**config.mk**
```make
export PLATFORM = sky130hd
export DESIGN_NAME = branch_predictor
export DESIGN_NICKNAME = d
export VERILOG_FILES = /design/src/rtl/branch_predictor.sv
export SDC_FILE = /design/constraint.sdc
export NUM_CORES = 2
export LEC_CHECK = 0
export CORE_MARGIN = 2
export CORE_UTILIZATION = 40
export DETAILED_ROUTE_END_ITERATION = 10
export HOLD_SLACK_MARGIN = 0.05
export PLACE_DENSITY = 0.63
export RECOVER_POWER = 100
export REMOVE_ABC_BUFFERS = 1
export SYNTH_ARGS = -nofsm -noshare
export SYNTH_HDL_FRONTEND = slang
export SYNTH_SLANG_ARGS = --single-unit
```
**constraint.sdc**
```tcl
create_clock -name clk -period 13 [get_ports clk]
set_input_delay 1.95 -clock clk [delete_from_list [all_inputs] [get_ports clk]]
set_output_delay 1.95 -clock clk [all_outputs]
set_load 0.05 [all_outputs]
```
**src/rtl/branch_predictor.sv**
```systemverilog
// ---------------------------------------------------------------------------------------------
// branch_predictor
//   Fetch-stage direct-mapped branch target buffer with a 2-bit saturating counter per entry.
//   The lookup is combinational on the registered table, so the prediction is available in the
//   same cycle as the fetch address. The table is trained by branches and jumps resolved in EX.
//   Two saturating statistics counters track resolved control transfers and mispredictions.
//
// Ports
//   clk            rising-edge clock
//   rst_n          asynchronous active-low reset; clears the table and statistics
//   IF_PC          fetch address (word aligned)
//   IF_hit         predicted taken (valid entry, tag match, counter MSB set)
//   IF_PC_Pred     predicted next PC: stored target on a hit, otherwise IF_PC + 4
//   EX_Branch      conditional branch resolved this cycle
//   EX_Jump        JAL/JALR resolved this cycle; wins over EX_Branch
//   EX_PC          PC of the resolving instruction
//   EX_Taken       actual outcome
//   EX_Target      actual target
//   EX_hit         prediction that was made for the resolving instruction
//   br_count       resolved branches and jumps, saturating
//   mispred_count  mispredictions, saturating
// ---------------------------------------------------------------------------------------------
module branch_predictor #(
    parameter int unsigned IDX_W = 4,
    parameter int unsigned CNT_W = 32
) (
    input  logic             clk,
    input  logic             rst_n,
    input  logic [31:0]      IF_PC,
    output logic             IF_hit,
    output logic [31:0]      IF_PC_Pred,
    input  logic             EX_Branch,
    input  logic             EX_Jump,
    input  logic [31:0]      EX_PC,
    input  logic             EX_Taken,
    input  logic [31:0]      EX_Target,
    input  logic             EX_hit,
    output logic [CNT_W-1:0] br_count,
    output logic [CNT_W-1:0] mispred_count
);

    localparam int unsigned ENTRIES = 2 ** IDX_W;
    localparam int unsigned TAG_W   = 30 - IDX_W;

    localparam logic [CNT_W-1:0] CNT_ONE = {{(CNT_W-1){1'b0}}, 1'b1};
    localparam logic [CNT_W-1:0] CNT_MAX = {CNT_W{1'b1}};

    // Table storage
    logic             r_valid  [ENTRIES];
    logic [TAG_W-1:0] r_tag    [ENTRIES];
    logic [31:0]      r_target [ENTRIES];
    logic [1:0]       r_ctr    [ENTRIES];

    logic [CNT_W-1:0] r_br_count;
    logic [CNT_W-1:0] r_mispred_count;

    // Lookup side
    logic [IDX_W-1:0] w_if_idx;
    logic [TAG_W-1:0] w_if_tag;
    logic             w_if_hit;

    // Update side
    logic [IDX_W-1:0] w_ex_idx;
    logic [TAG_W-1:0] w_ex_tag;
    logic             w_ex_match;
    logic             w_upd;
    logic             w_mispred;
    logic             w_wr_en;
    logic [31:0]      w_wr_target;
    logic [1:0]       w_wr_ctr;

    // Address bits below the word offset carry no information.
    logic             w_unused_pc_lsbs;
    assign w_unused_pc_lsbs = ^{IF_PC[1:0], EX_PC[1:0]};

    // -----------------------------------------------------------------------------------------
    // Lookup: reads pre-edge contents, never bypasses a same-cycle update.
    // -----------------------------------------------------------------------------------------
    assign w_if_idx = IF_PC[IDX_W+1:2];
    assign w_if_tag = IF_PC[31:IDX_W+2];

    assign w_if_hit   = r_valid[w_if_idx] && (r_tag[w_if_idx] == w_if_tag) && r_ctr[w_if_idx][1];
    assign IF_hit     = w_if_hit;
    assign IF_PC_Pred = w_if_hit ? r_target[w_if_idx] : (IF_PC + 32'd4);

    // -----------------------------------------------------------------------------------------
    // Training decode
    // -----------------------------------------------------------------------------------------
    assign w_ex_idx   = EX_PC[IDX_W+1:2];
    assign w_ex_tag   = EX_PC[31:IDX_W+2];
    assign w_ex_match = r_valid[w_ex_idx] && (r_tag[w_ex_idx] == w_ex_tag);

    assign w_upd      = EX_Jump || EX_Branch;
    assign w_mispred  = (EX_Jump && !EX_hit) ||
                        (EX_Branch && !EX_Jump && (EX_Taken != EX_hit));

    always_comb begin
        w_wr_en     = 1'b0;
        w_wr_target = r_target[w_ex_idx];
        w_wr_ctr    = r_ctr[w_ex_idx];
        if (EX_Jump) begin
            w_wr_en     = 1'b1;
            w_wr_target = EX_Target;
            w_wr_ctr    = 2'b11;
        end else if (EX_Branch) begin
            if (EX_Taken) begin
                w_wr_en     = 1'b1;
                w_wr_target = EX_Target;
                if (w_ex_match) begin
                    w_wr_ctr = (r_ctr[w_ex_idx] == 2'b11) ? 2'b11 : (r_ctr[w_ex_idx] + 2'd1);
                end else begin
                    // Fresh allocation starts weakly taken.
                    w_wr_ctr = 2'b10;
                end
            end else if (w_ex_match) begin
                w_wr_en  = 1'b1;
                w_wr_ctr = (r_ctr[w_ex_idx] == 2'b00) ? 2'b00 : (r_ctr[w_ex_idx] - 2'd1);
            end
            // Not-taken miss: no allocation.
        end
    end

    // -----------------------------------------------------------------------------------------
    // Table state. Every write sets valid and the tag; for a matching entry the tag is unchanged.
    // -----------------------------------------------------------------------------------------
    always_ff @(posedge clk or negedge rst_n) begin
        if (!rst_n) begin
            for (int i = 0; i < int'(ENTRIES); i++) begin
                r_valid[i]  <= 1'b0;
                r_tag[i]    <= '0;
                r_target[i] <= '0;
                r_ctr[i]    <= 2'b00;
            end
        end else if (w_wr_en) begin
            r_valid[w_ex_idx]  <= 1'b1;
            r_tag[w_ex_idx]    <= w_ex_tag;
            r_target[w_ex_idx] <= w_wr_target;
            r_ctr[w_ex_idx]    <= w_wr_ctr;
        end
    end

    // -----------------------------------------------------------------------------------------
    // Statistics: both counters stick at all-ones.
    // -----------------------------------------------------------------------------------------
    always_ff @(posedge clk or negedge rst_n) begin
        if (!rst_n) begin
            r_br_count      <= '0;
            r_mispred_count <= '0;
        end else begin
            if (w_upd && (r_br_count != CNT_MAX)) begin
                r_br_count <= r_br_count + CNT_ONE;
            end
            if (w_mispred && (r_mispred_count != CNT_MAX)) begin
                r_mispred_count <= r_mispred_count + CNT_ONE;
            end
        end
    end

    assign br_count      = r_br_count;
    assign mispred_count = r_mispred_count;

endmodule

```
**Word-level counts from Yosys, hierarchy flattened**

Index checks and enable logic that the tools add are counted.

- Flip-flop bits (word level): 1040
- Input port bits: 102
- Output and inout bits: 97

- $add $sub $neg: 5
- Magnitude comparators: 3
- Equal/unequal tests: 6
- Multiplexer cells: 50
- Bitwise gates (word level): 3
- Reductions and logical operators: 14

Operators with widths:

| cell | count |
|---|---|
| $bwmux W512 | 1 |
| $bwmux W416 | 1 |
| $mux W32 | 9 |
| $bmux W32 S4 | 2 |
| $bmux W26 S4 | 2 |
| $mux W26 | 5 |
| $demux W32 S4 | 1 |
| $demux W26 S4 | 1 |
| $add A32 B1 Y32 const B | 2 |
| $ne A32 B32 Y1 const B | 2 |
| $eq A26 B26 Y1 | 2 |
| $add A32 B3 Y32 const B | 1 |
| $bwmux W32 | 1 |
| $mux W2 | 12 |
| $bmux W2 S4 | 2 |
| $or A16 B16 Y16 | 1 |
| $ge A5 B5 Y1 const B | 2 |
| $not A4 Y5 | 2 |
| $logic_and A1 B1 Y1 | 9 |
| $mux W1 | 9 |
| $bmux W1 S4 | 2 |
| $demux W2 S4 | 1 |
| $lt A5 B1 Y1 const B | 1 |
| $demux W1 S4 | 1 |
| 7 further kinds | 9 |

**Logic depth before layout (Yosys ltp)**

- Depth in word-level cells: 11
- Depth in mapped cells: 16
- Gate-level depth less buffers: 9

**Worst setup path after synthesis**

Ideal clock, no wire load.

- Kind: input to output
- From: input port IF_PC[2]
- To: output port IF_hit
- Arrival time: 6.129 ns
- Setup slack: 4.921 ns
- Stages: 8
- Path buffers: 3
- Cell sequence: clkbuf_1 clkbuf_1 clkbuf_1 mux4_2 mux4_2 xnor2_1 nand4_1 nor4b_1

- Word-level cells in the longest chain between the ends: 7
- Elaborated cells on any way between the ends: 13
- Those cells by class: eq/ne: 1; mux: 9; bitwise: 1; reduce/logical: 2

Ends and longest elaborated chain:

| element | RTL line | source |
|---|---|---|
| from (decl) | 29 | `input logic [31:0] IF_PC,` |
| $not A4 Y5 (implied by the code) * | 82 | `assign w_if_hit = r_valid[w_if_idx] && (r_tag[w_if_idx] == w_if_tag) && r_ctr[w_if_idx][1];` |
| $bmux W26 S4 | 82 |  |
| $mux W26 (implied by the code) (2 in series) | 82 |  |
| $eq A26 B26 Y1 | 82 |  |
| $logic_and A1 B1 Y1 | 82 |  |
| $logic_and A1 B1 Y1 * | 82 |  |
| to (decl) | 30 | `output logic IF_hit,` |

Every way passes the cells marked *; elsewhere a longest branch is shown, timed or not. The select of a mux whose other input is x is not followed.

**Worst setup path in the final report**

- From: input port EX_PC[2]
- To: register r_tag[161] (netlist name)

- Word-level cells in the longest chain between the ends: 10
- Elaborated cells on any way between the ends: 19
- Those cells by class: order compare: 2; eq/ne: 1; mux: 13; bitwise: 1; reduce/logical: 2

Ends and longest elaborated chain:

| element | RTL line | source |
|---|---|---|
| from (decl) | 34 | `input logic [31:0] EX_PC,` |
| $not A4 Y5 (implied by the code) * | 91, 136 |  |
| $bmux W26 S4 | 91 | `assign w_ex_match = r_valid[w_ex_idx] && (r_tag[w_ex_idx] == w_ex_tag);` |
| $mux W26 (implied by the code) (2 in series) | 91 |  |
| $eq A26 B26 Y1 | 91 |  |
| $logic_and A1 B1 Y1 | 91 |  |
| $mux W1 | 115 | `end else if (w_ex_match) begin` |
| $mux W1 | 106 | `if (EX_Taken) begin` |
| $mux W1 | 105 | `end else if (EX_Branch) begin` |
| $mux W1 | 101 | `if (EX_Jump) begin` |
| to (signal, indexed assignment) | 136 | `r_tag[w_ex_idx] <= w_ex_tag;` |
| to (decl) | 50 | `logic [TAG_W-1:0] r_tag [ENTRIES];` |

Marked as above.
A chain may end at the register's enable or synchronous reset.

==> impl_metrics.tcl <==
set metrics [dict create \
    status "finished with violations" \
    violations "capacitance limit, slew limit" \
    rsz0062_at_grt "no" \
    num_rows 137 \
    vias 34100 \
    cp.arrival_ps 11700 \
    fin_crit_sh 0.854 \
    ys_warn_count 0 \
    hold_class "reg2reg" \
    drc 0 \
    required_ps 13590 \
    cts_root_buffer "clkbuf_16" \
    grt_pass1_vias 35000 \
    syn2layout_area_growth_pct 13.1 \
    synth_top_area_frac 0.465 \
    drtIter0Drc 2781 \
    finalCriticalPeriod_ps 11110 \
    synth_area_um2 56000 \
    grt_start_max_net_pins 166 \
    ir_drop_mv 0.123 \
    syn_inst 3620 \
    cts_resized 0 \
    core_um2 139000 \
    final_net_count 3777 \
    antenna_found_initial 17 \
    die_y_um 378 \
    routed_wl_um 163000 \
    cts_buffer_depth 3 \
    synth_seq_cells 1040 \
    fin_setup_tns_ps 0 \
    slew_violations 908 \
    worstSetupPathType "in2reg" \
    clk_pin_slew_ps 60 \
    cts_buffers 115 \
    worstSkewPairLatency_ps 730 \
    clock.fmax_mhz 90.0 \
    synth_cell_types 59 \
    start_kind "input port" \
    ios 199 \
    final_antenna_net_count 0 \
    drive_gt1_frac 0.461 \
    p_leak_uw 0.0258 \
    placed_cells 5431 \
    mostFrequentLayoutCell "dfrtp_1" \
    final_cells 5645 \
    slew-limit-headroom -3.43 \
    dpl.hpwl_um 97200 \
    cts_num_sinks 1040 \
    holdBufCountCts 0 \
    groute.usage.overall 0.229 \
    critPathCaptureType "register" \
    worstMarginPinSlew_ps 6650 \
    cts-htree-levels 3 \
    power_density_nw_per_um2 177 \
    finalSetupViolCount 0 \
    place_congestion 0.843 \
    seq_area_frac_synth 0.465 \
    via_per_inst 6.03 \
    finalClockSkew_ps 28.5 \
    final_cell_mix "1040 x dfrtp_1, 911 x mux2_2, 539 x mux4_2, 118 x clkbuf_16, 112 x mux2_1" \
    maxCapViolCount 24 \
    die_w_um 378 \
    finalHoldViolations 0 \
    grt.overflow.total 0 \
    yosysTopAreaCell "dfrtp_1" \
    numPortBuffers 196 \
    syn_area_per_cell_um2 15.5 \
    cts_tree "done" \
    cp_max_fo 38 \
    async_flop_share 1.00 \
    cts_setup_buffers 0 \
    synth_edf_count 0 \
    wl_per_cell_um 28.8 \
    ys_top_cells_by_area "dfrtp_1 46%, mux4_2 22%, mux2_2 18%" \
    final_core_util 0.455 \
    power_uw 11200 \
    start_util 0.402 \
    drtPass1Iterations 7 \
    grt_pass1_wl_um 243000 \
    die_area_um2 143000 \
    ys.flop_type "dfrtp_1" \
]
-- cell type report --
type,count,area [um2]
Inverter,19,71.3
Clock buffer,164,3420
Timing Repair Buffer,273,2550
Antenna cell,2,5.00
Sequential cell,1040,26000
Fill cell,12300,75900
Tap cell,1876,2350
Multi-Input combinational cell,2223,28300
Clock inverter,48,593
-- state kept, by name (all words and copies together) (netlist names) --
name	count
r_target	512
r_tag	416
r_ctr	32
r_valid	16
br_count	32
mispred_count	32
-- kinds of logic after synthesis --
group / Yosys count / synth area share
AOI/OAI and AO/OA: 122 / 0.0153
xor gates and xnor gates: 153 / 0.0239
and+or+nand+nor: 302 / 0.0296
adders and majority gates: 4 / 0.000849
buffers and inverters: 357 / 0.0290
muxes: 1642 / 0.437
DFF: 1040 / 0.465
-- final timing paths --
kind / start / endpoint / slack [ps] / cells after the start
worst max-delay path: EX_PC[2] / r_tag[161] / 1890 / 12
worst min-delay path: br_count[13] / br_count[13] / 490 / 1
worst max register to register: r_tag[49] / r_tag[161] / 5810 / 9
worst min register to register: br_count[13] / br_count[13] / 490 / 1
max in group asynchronous: rst_n / r_tag[273] / 2980 / 3
min in group asynchronous: rst_n / r_target[455] / 3700 / 1
-- metrics by stage --
stage	hold slack [ps]	worst slack (ps)	area (um2)
finish	486	1890	63300
global route	497	1330	63300
CTS	491	2900	63500
detailed placement	479	2880	59500
global placement	472	2920	59500
floorplan	451	4730	54500
-- metal layers --
layer  routed length (um)  track usage  vias up  part of all wire
li1                     -            -    14100                 -
met4                 3130       0.0478       14             0.019
met3                11400       0.0512      232             0.070
met2                77100        0.364     1086              0.47
met1                70800        0.323    18600              0.44
met5                   96            0        -           0.00059
-- critical path, cell delays in order --
cell,delay (ps)
buf_8,330
clkbuf_1,1840
nor2b_1,1100
a22oi_1,230
nand3_1,160
nor4bb_1,280
a41oi_1,200
or4_1,780
o31ai_1,2250
nand2_4,1180
buf_4,730
mux2_2,380
-- power breakdown --
group	internal, uW	switching [uW]
Combinational	1770	1100
Clock	2060	1390
Sequential	4180	675
Total	8010	3170
-- synthesized netlist by cell type, types with 22 or more instances --
| cell | number |
|---|---|
| dfrtp_1 | 1040 |
| mux2_2 | 911 |
| mux4_2 | 539 |
| clkbuf_1 | 139 |
| mux2_1 | 112 |
| xnor2_1 | 109 |
| buf_2 | 102 |
| mux2i_1 | 80 |
| nand2_1 | 73 |
| buf_1 | 70 |
| nand3_1 | 49 |
| nor2_1 | 46 |
| xor2_1 | 44 |
| a21oi_1 | 29 |
| nand4_1 | 22 |
No activity file was read; power rests on OpenSTA's default activity.
